--- src/rtl/udp_cmd_parser.sv ---
// UDP command parser: decodes a command payload, issues one register transaction,
// then returns a fixed 13-byte reply {seq, code, addr, data}.
package udp_cmd_pkg;
    localparam int         UDP_CMD_ACK_TIMEOUT_CLKS = 512;
    localparam int         UDP_CMD_ADDR_BITS        = 26;
    localparam logic [7:0] REG_WRITE_REQ            = 8'h00;
    localparam logic [7:0] REG_READ_REQ             = 8'h01;
    localparam logic [7:0] MSG_ACK                  = 8'hF0;
    localparam logic [7:0] MSG_NACK                 = 8'hF1;
    localparam logic [7:0] MSG_UNKNOWN              = 8'hFF;
endpackage

module udp_cmd_parser
    import udp_cmd_pkg::*;
#(
    parameter int ACK_TIMEOUT_CLKS = UDP_CMD_ACK_TIMEOUT_CLKS,
    parameter int ADDR_BITS        = UDP_CMD_ADDR_BITS
) (
    input  logic              i_sys_clk,
    input  logic              i_sys_srst,
    udp_cmd_parser_if.slave   bus
);
    localparam int                TMO_W    = $clog2(ACK_TIMEOUT_CLKS);
    localparam logic [TMO_W-1:0]  TMO_LAST = TMO_W'(ACK_TIMEOUT_CLKS - 1);

    typedef enum logic [1:0] {S_RX, S_CHECK, S_CMD, S_RESP} state_t;

    state_t               state, next_state;
    logic                 rx_ready_q;
    logic [3:0]           rx_cnt, tx_idx;
    logic [31:0]          seq, addr, wdata, resp_data;
    logic [7:0]           msg_id, code;
    logic [TMO_W-1:0]     tmo_cnt;
    logic                 cmd_wr;
    logic [ADDR_BITS-1:0] cmd_addr;
    logic [31:0]          cmd_wdata;
    logic                 rx_fire, tx_fire, pkt_drop, id_ok, addr_ok, tmo_hit;
    logic [12:0][7:0]     reply_b;

    assign rx_fire  = bus.i_rx_valid && rx_ready_q && (state == S_RX);
    assign tx_fire  = bus.i_tx_ready && (state == S_RESP);
    // rx_cnt is the index of the current byte, so the packet length is rx_cnt+1
    assign pkt_drop = (rx_cnt < 4'd8) || ((msg_id == REG_WRITE_REQ) && (rx_cnt < 4'd12));
    assign id_ok    = (msg_id == REG_WRITE_REQ) || (msg_id == REG_READ_REQ);
    assign addr_ok  = (addr >> ADDR_BITS) == 32'd0;
    assign tmo_hit  = (tmo_cnt == TMO_LAST);
    assign reply_b  = {seq, code, addr, resp_data};

    always_comb begin
        next_state = state;
        case (state)
            S_RX:    if (rx_fire && bus.i_rx_eop && !pkt_drop) next_state = S_CHECK;
            S_CHECK: next_state = (id_ok && addr_ok) ? S_CMD : S_RESP;
            S_CMD:   if (bus.i_cmd_ack || tmo_hit) next_state = S_RESP;
            S_RESP:  if (tx_fire && (tx_idx == 4'd12)) next_state = S_RX;
            default: next_state = S_RX;
        endcase
    end

    always_ff @(posedge i_sys_clk) begin
        if (i_sys_srst) begin
            state      <= S_RX;
            rx_ready_q <= 1'b0;
            rx_cnt     <= '0;
            tx_idx     <= '0;
            tmo_cnt    <= '0;
            seq        <= '0;
            msg_id     <= '0;
            addr       <= '0;
            wdata      <= '0;
            code       <= '0;
            resp_data  <= '0;
            cmd_wr     <= 1'b0;
            cmd_addr   <= '0;
            cmd_wdata  <= '0;
        end else begin
            state      <= next_state;
            rx_ready_q <= (next_state == S_RX);
            case (state)
                S_RX: if (rx_fire) begin
                    if (rx_cnt <= 4'd3)       seq    <= {seq[23:0], bus.i_rx_data};
                    else if (rx_cnt == 4'd4)  msg_id <= bus.i_rx_data;
                    else if (rx_cnt <= 4'd8)  addr   <= {addr[23:0], bus.i_rx_data};
                    else if (rx_cnt <= 4'd12) wdata  <= {wdata[23:0], bus.i_rx_data};
                    if (bus.i_rx_eop)         rx_cnt <= '0;
                    else if (rx_cnt < 4'd13)  rx_cnt <= rx_cnt + 4'd1;
                end
                S_CHECK: begin
                    resp_data <= '0;
                    tmo_cnt   <= '0;
                    if (!id_ok)        code <= MSG_UNKNOWN;
                    else if (!addr_ok) code <= MSG_NACK;
                    else begin
                        cmd_wr    <= (msg_id == REG_WRITE_REQ);
                        cmd_addr  <= addr[ADDR_BITS-1:0];
                        cmd_wdata <= wdata;
                    end
                end
                S_CMD: begin
                    // ack is checked first so it wins over a coincident timeout
                    if (bus.i_cmd_ack) begin
                        code      <= MSG_ACK;
                        resp_data <= cmd_wr ? cmd_wdata : bus.i_cmd_rdata;
                    end else if (tmo_hit) begin
                        code      <= MSG_NACK;
                        resp_data <= '0;
                    end else begin
                        tmo_cnt   <= tmo_cnt + 1'b1;
                    end
                end
                S_RESP: if (tx_fire) tx_idx <= (tx_idx == 4'd12) ? 4'd0 : tx_idx + 4'd1;
                default: ;
            endcase
        end
    end

    assign bus.o_rx_ready  = rx_ready_q;
    assign bus.o_cmd_valid = (state == S_CMD);
    assign bus.o_cmd_wr    = cmd_wr;
    assign bus.o_cmd_addr  = cmd_addr;
    assign bus.o_cmd_wdata = cmd_wdata;
    assign bus.o_tx_valid  = (state == S_RESP);
    assign bus.o_tx_sop    = (state == S_RESP) && (tx_idx == 4'd0);
    assign bus.o_tx_eop    = (state == S_RESP) && (tx_idx == 4'd12);
    assign bus.o_tx_data   = (state == S_RESP) ? reply_b[4'd12 - tx_idx] : 8'h00;
endmodule

--- src/rtl/udp_cmd_parser_if.sv ---
// Bundled RX byte stream, register command bus and TX reply stream seen by udp_cmd_parser.
// slave = the parser side, master = the surrounding deframer / cmd router / TX builder.
interface udp_cmd_parser_if #(parameter int ADDR_BITS = 26);
    logic [7:0]           i_rx_data;
    logic                 i_rx_valid;
    logic                 i_rx_eop;
    logic                 o_rx_ready;
    logic                 o_cmd_valid;
    logic                 o_cmd_wr;
    logic [ADDR_BITS-1:0] o_cmd_addr;
    logic [31:0]          o_cmd_wdata;
    logic                 i_cmd_ack;
    logic [31:0]          i_cmd_rdata;
    logic [7:0]           o_tx_data;
    logic                 o_tx_valid;
    logic                 o_tx_sop;
    logic                 o_tx_eop;
    logic                 i_tx_ready;

    modport slave (
        input  i_rx_data, i_rx_valid, i_rx_eop, i_cmd_ack, i_cmd_rdata, i_tx_ready,
        output o_rx_ready, o_cmd_valid, o_cmd_wr, o_cmd_addr, o_cmd_wdata,
               o_tx_data, o_tx_valid, o_tx_sop, o_tx_eop
    );

    modport master (
        output i_rx_data, i_rx_valid, i_rx_eop, i_cmd_ack, i_cmd_rdata, i_tx_ready,
        input  o_rx_ready, o_cmd_valid, o_cmd_wr, o_cmd_addr, o_cmd_wdata,
               o_tx_data, o_tx_valid, o_tx_sop, o_tx_eop
    );
endinterface

--- src/flat_wrapper.sv ---
// flat-port wrapper written by rule: the top's interface ports become plain ports
module udp_cmd_parser_flat import udp_cmd_pkg::*;
#(
    parameter int ACK_TIMEOUT_CLKS = UDP_CMD_ACK_TIMEOUT_CLKS,
    parameter int ADDR_BITS        = UDP_CMD_ADDR_BITS
)
  (i_sys_clk, i_sys_srst, bus_i_rx_data, bus_i_rx_valid, bus_i_rx_eop, bus_i_cmd_ack, bus_i_cmd_rdata, bus_i_tx_ready, bus_o_rx_ready, bus_o_cmd_valid, bus_o_cmd_wr, bus_o_cmd_addr, bus_o_cmd_wdata, bus_o_tx_data, bus_o_tx_valid, bus_o_tx_sop, bus_o_tx_eop);
  udp_cmd_parser_if #(.ADDR_BITS(ADDR_BITS)) bus_i ();
  input  logic i_sys_clk;
  input  logic i_sys_srst;
  input wire logic [$bits(bus_i.i_rx_data)-1:0] bus_i_rx_data;
  input wire logic [$bits(bus_i.i_rx_valid)-1:0] bus_i_rx_valid;
  input wire logic [$bits(bus_i.i_rx_eop)-1:0] bus_i_rx_eop;
  input wire logic [$bits(bus_i.i_cmd_ack)-1:0] bus_i_cmd_ack;
  input wire logic [$bits(bus_i.i_cmd_rdata)-1:0] bus_i_cmd_rdata;
  input wire logic [$bits(bus_i.i_tx_ready)-1:0] bus_i_tx_ready;
  output wire logic [$bits(bus_i.o_rx_ready)-1:0] bus_o_rx_ready;
  output wire logic [$bits(bus_i.o_cmd_valid)-1:0] bus_o_cmd_valid;
  output wire logic [$bits(bus_i.o_cmd_wr)-1:0] bus_o_cmd_wr;
  output wire logic [$bits(bus_i.o_cmd_addr)-1:0] bus_o_cmd_addr;
  output wire logic [$bits(bus_i.o_cmd_wdata)-1:0] bus_o_cmd_wdata;
  output wire logic [$bits(bus_i.o_tx_data)-1:0] bus_o_tx_data;
  output wire logic [$bits(bus_i.o_tx_valid)-1:0] bus_o_tx_valid;
  output wire logic [$bits(bus_i.o_tx_sop)-1:0] bus_o_tx_sop;
  output wire logic [$bits(bus_i.o_tx_eop)-1:0] bus_o_tx_eop;
  assign bus_i.i_rx_data = bus_i_rx_data;
  assign bus_i.i_rx_valid = bus_i_rx_valid;
  assign bus_i.i_rx_eop = bus_i_rx_eop;
  assign bus_i.i_cmd_ack = bus_i_cmd_ack;
  assign bus_i.i_cmd_rdata = bus_i_cmd_rdata;
  assign bus_i.i_tx_ready = bus_i_tx_ready;
  assign bus_o_rx_ready = bus_i.o_rx_ready;
  assign bus_o_cmd_valid = bus_i.o_cmd_valid;
  assign bus_o_cmd_wr = bus_i.o_cmd_wr;
  assign bus_o_cmd_addr = bus_i.o_cmd_addr;
  assign bus_o_cmd_wdata = bus_i.o_cmd_wdata;
  assign bus_o_tx_data = bus_i.o_tx_data;
  assign bus_o_tx_valid = bus_i.o_tx_valid;
  assign bus_o_tx_sop = bus_i.o_tx_sop;
  assign bus_o_tx_eop = bus_i.o_tx_eop;
  udp_cmd_parser #(.ACK_TIMEOUT_CLKS(ACK_TIMEOUT_CLKS), .ADDR_BITS(ADDR_BITS)) u_core (.i_sys_clk(i_sys_clk), .i_sys_srst(i_sys_srst), .bus(bus_i));
endmodule
--- config.mk ---
export PLATFORM = sky130hd
export DESIGN_NAME = udp_cmd_parser_flat
export DESIGN_NICKNAME = d
export VERILOG_FILES = /design/src/rtl/udp_cmd_parser.sv /design/src/rtl/udp_cmd_parser_if.sv /design/src/flat_wrapper.sv
export SDC_FILE = /design/constraint.sdc
export NUM_CORES = 1
export LEC_CHECK = 0
export BUFFER_PORTS_ARGS = -buffer_cell sky130_fd_sc_hd__buf_2
export CAP_MARGIN = 15
export CORE_ASPECT_RATIO = 1.25
export CORE_MARGIN = 2
export CORE_UTILIZATION = 25
export CTS_BUF_LIST = sky130_fd_sc_hd__clkbuf_4 sky130_fd_sc_hd__clkbuf_8
export DETAILED_ROUTE_END_ITERATION = 7
export HOLD_SLACK_MARGIN = 0.03
export SLEW_MARGIN = 25
export SYNTH_ARGS = -nofsm -noshare
export SYNTH_HDL_FRONTEND = slang
export SYNTH_SLANG_ARGS = --single-unit
--- constraint.sdc ---
create_clock -name i_sys_clk -period 3.1 [get_ports i_sys_clk]
set_input_delay 0.465 -clock i_sys_clk [delete_from_list [all_inputs] [get_ports i_sys_clk]]
set_output_delay 0.465 -clock i_sys_clk [all_outputs]
set_load 0.02 [all_outputs]
Word-level counts from Yosys, hierarchy flattened. Cells that the tools add are included. Widths: inputs -> output; s select.

Bits in registers: 223. Bits of input ports: 46. Output and inout bits: 72. Word-level logic and storage cells: 93.

$add $sub $neg: 4. Order comparisons: 7. Equal/unequal tests: 11. Multiplexer cells: 23. Bitwise logic cells: 3. Reductions and logical operators: 31.

Operators with widths (number): $mux 32 (3); $pmux 32 s2 (1); $mux 8 (6); $bmux 8 s4 (1); $logic_not 32->1 (1); $mux 9 (2); $pmux 9 s2 (1); $pmux 8 s2 (1); $reduce_and 3->1 (5); $lt 4x4->1 const B (3); $mux 4 (3); $logic_and 1x1->1 (10); $add 9x1->9 const B (1); $eq 9x9->1 const B (1); $add 4x1->4 const B (2); $eq 8x1->1 const B (1); $le 4x4->1 const B (2); $logic_not 8->1 (1); $pmux 2 s4 (1); $mux 2 (3); $reduce_and 6->1 (1); $lt 4x5->1 const B (1); $reduce_and 5->1 (1); $eq 2x2->1 const B (2); 17 further kinds (25).

Depth between registers and ports, before layout.
Depth in word-level cells: 8. Depth in mapped cells: 10. Depth with buffers taken out: 8.

Least setup slack after synthesis. OpenSTA, ideal clock, no wires.

Kind: register to output. From: reg u_core.tx_idx[0]. To: out bus_o_tx_data[5]. Arrival: 2170 ps. Required time: 2635 ps. Setup slack: 465 ps. Stages on the path, launching flop included: 9. Buffers on the path: 3. Cells stage by stage: dfxtp_1 -> buf_2 -> inv_1 -> ha_1 -> buf_2 -> buf_1 -> mux2i_1 -> o2bb2ai_1 -> o311a_1.

Cells in the longest elaborated chain, start to end: 4.

RTL lines: from (decl) (line udp_cmd_parser.sv:30) `logic [3:0] rx_cnt, tx_idx;`; from (signal assigned) (line udp_cmd_parser.sv:111) `S_RESP: if (tx_fire) tx_idx <= (tx_idx == 4'd12) ? 4'd0 : tx_idx + 4'd1;`; $sub 4x4->4 (line udp_cmd_parser.sv:125) `assign bus.o_tx_data = (state == S_RESP) ? reply_b[4'd12 - tx_idx] : 8'h00;`; $bmux 8 s4 (line udp_cmd_parser.sv:125); $mux 8 (implied by the code) (line udp_cmd_parser.sv:125); $mux 8 (line udp_cmd_parser.sv:125); to (decl) (line flat_wrapper.sv:22) `output wire logic [$bits(bus_i.o_tx_data)-1:0] bus_o_tx_data;`.

Every way passes these cells. The select of a mux whose other input is x is not followed.

Final worst setup path.
From: reg u_core.tx_idx[0]. To: out bus_o_tx_data[0].

Same word-level chain as after synthesis.

==> reports/qor.yml <==
run_status:
  status: "complete, no violations"
placement:
  gp_congestion: 0.893
  dp_cells: 1615
  dpl.hpwl_um: 21900
  io_buffers: 117
  dpl_cell_area_mm2: 0.0105
synthesis:
  ys_seq_elements: 218
  synth_cells: 1080
  synthTopCellsByArea: "dfxtp_1 (46%), a21oi_1 (7.2%), nand2_1 (6.0%)"
  netlist_area_mm2: 0.00952
  synth_top_family_by_area: "compound AO/OA/AOI/OAI gates"
  synth.mux.area_fraction: 0.129
  synthArstFlopShare: 0
  ys_seq_area_frac: 0.459
  synth-compound-area-share: 0.170
  syn_nets: 1138
  yosysTopAreaCell: "dfxtp_1"
  synthXorXnorAreaFrac: 0.0129
  ys.flop_type: "dfxtp_1"
  yosysTopAreaCellShare: 0.459
  yosys.cell_types.count: 53
  synth-simple-area-share: 0.163
  synthAdderAreaFrac: 0.0158
  syn_area_per_cell_um2: 8.81
  synth_warnings: 0
  synth_edf_count: 0
floorplanning:
  initial_utilization: 0.255
  die_h_um: 222
  io_pins: 118
  dieArea_mm2: 0.0396
  core_area_mm2: 0.0374
  chipWidth_um: 178
  num_rows: 79
setup_path:
  crit_path_cell_trace: "inv_1 -> ha_1 -> xor2_1 -> nor3_1 -> o311a_1 -> buf_2"
  cp_data_arrival_time_ns: 2.54
  path_buf_inv: 2
  crit_type: "flop to output port"
  critPathSlowestCell: "xor2_1"
  startpoint_type: "flop"
  cp_top_family: "XOR/XNOR gates"
  end_kind: "output port"
  cp.required_ns: 2.63
  max_stage_delay_ns: 0.60
  path_max_fanout: 9
pwr:
  p_leak_nw: 4.00
  power_mw: 6.82
  powerDensity_mw_per_mm2: 602
  ir_worst_vdd_uv: 243
grt:
  grt.total_usage: 0.155
  grt_pass1_wl_um: 47600
  antenna_found_initial: 1
  grt_pass1_vias: 8102
  grt-ovfl-total: 0
  grt_max_degree: 84
sta:
  tns_ns: 0
  fin_crit_ns: 3.00
  max_slew.worst_pin.slew_ns: 0.949
  relSlewSlack: 0.367
  fmax_ghz: 0.333
  holdWs_ns: 0.215
  hold_viol_final: 0
  fin_worst_skew_ns: 0.0305
  post-route-period-util: 0.969
  slew_viol_final: 0
  setup_viol: 0
layout:
  finalNonFillerCells: 1683
  drive_gt1_frac: 0.222
  final_common_cell: "dfxtp_1"
  final_area_mm2: 0.0113
  fin_nets: 1227
  syn_to_final_growth_pct: 19.0
  final_cell_mix: "dfxtp_1 (218), nand2_1 (151), a21oi_1 (136), buf_2 (116), nor2_1 (98)"
cts:
  cts_root_buf: "clkbuf_8"
  path_clk_slew_ns: 0.06
  cts_sinks: 218
  postCtsSetupBuffers: 0
  cts_tree: "built"
  worstSkewPairLatency_ns: 0.55
  clock_path_buffers: 3
  cts_inserted_buffers: 38
  cts_max_level: 2
route:
  wl_per_cell_um: 18.4
  antenna_left: 0
  vias: 8308
  drt_iter0_drc: 726
  wl_met1_um: 13300
  dr_wl_met3_um: 2210
  highest_layer: "met4"
  dr_wl_met2_um: 14900
  drt-pass1-iter-count: 5
  drc: 0
  wirelength_um: 31000
  detail_route.vias_per_cell: 4.94
run:
  cap_violations: 0
min_path:
  hp-class: "input pin to flop"
==> cells in the mapped netlist (2+ instances only) <==
library cell / number
and3_1: 4
nand4_1: 4
mux4_2: 16
nand2_1: 151
o21ai_0: 61
a311oi_1: 4
xor2_1: 5
nor3_1: 3
ha_1: 12
buf_1: 4
o2111ai_1: 2
a211oi_2: 2
a211oi_1: 2
nor3_2: 2
buf_2: 18
mux2i_1: 51
buf_4: 5
o211ai_1: 4
nand3_1: 76
or3_1: 3
dfxtp_1: 218
clkbuf_1: 60
o2bb2ai_1: 8
a22oi_1: 34
nor2_1: 98
or3b_1: 2
o311a_1: 8
nand2b_1: 2
nor2b_1: 3
mux2_2: 32
a21oi_1: 136
buf_6: 4
xnor2_1: 9
inv_1: 18
==> flip-flops by register name (all words and copies together), names as in the netlist, 2 cells and up <==
signal / flops
u_core.addr: 32
u_core.bus.o_cmd_addr: 26
u_core.bus.o_cmd_wdata: 32
u_core.code: 3
u_core.msg_id: 8
u_core.resp_data: 32
u_core.rx_cnt: 4
u_core.seq: 32
u_core.state: 2
u_core.tmo_cnt: 9
u_core.tx_idx: 4
u_core.wdata: 32
==> kinds of logic (layout without fill, tap and decap cells) <==
logic type | after synthesis | count (layout)
compound gates | 272 | 272
xor+xnor | 14 | 14
fa+ha+maj | 12 | 12
buf+inv | 109 | 225
flops | 218 | 218
mux | 99 | 99
other cells | 0 | 1
simple gates | 356 | 356
==> worst register-to-register path: stages (launching register included) <==
cell     delay (ns)
dfxtp_1        0.33
ha_1           0.25
nand3_1        0.10
nor2_1         0.05
ha_1           0.23
or3b_1         0.52
o21ai_2        0.10
buf_4          0.35
a22oi_1        0.15
nor2_1         0.11
==> routing by layer <==
layer | up-vias | global-route usage
met5 | - | 0
met4 | 0 | 0.0443
met3 | 36 | 0.0266
li1 | 3962 | -
met2 | 281 | 0.254
met1 | 4029 | 0.207
==> where the power goes <==
group	total, mW	switching [mW]	internal [mW]
logic	1.04	0.735	0.302
clock network	2.87	1.21	1.66
registers	2.91	0.0521	2.86
==> final timing paths <==
check                          from                   end  slack (ns)  depth (start not counted)
hold / removal         bus_i_rx_eop      u_core.rx_cnt[3]        0.22                          2
setup / recovery   u_core.tx_idx[0]      bus_o_tx_data[0]         0.1                          6
setup reg to reg  u_core.tmo_cnt[0]  u_core.resp_data[19]        0.84                          9
hold reg to reg      u_core.seq[30]        u_core.seq[30]        0.46                          2
==> metrics by stage <==
stage / worst slack, ns / utilization
2_1_floorplan: 0.465 / -
5_1_grt: -0.0267 / 0.303
6_report: 0.0976 / 0.303
4_1_cts: 0.00392 / 0.303
3_3_place_gp: 0.642 / 0.280
3_5_place_dp: 0.592 / 0.280
==> area by class of cell <==
class,instances,area (um2)
fill,3953,26000
sequential,218,4360
tap,486,608
clock buffer,61,771
multi-input combinational,753,4680
timing repair buffer,140,768
clock inverter,6,63.8
antenna,1,2.50
inverter,18,67.6
==> what timing repair did <==
| action | in CTS | in global routing |
|---|---|---|
| setup endpoints to repair | 0 | 8 |
| gates resized for setup | 0 | 2 |
| hold endpoints to repair | 0 | 0 |
| hold buffers | 0 | 0 |
Power figures use the tool's default switching activity.
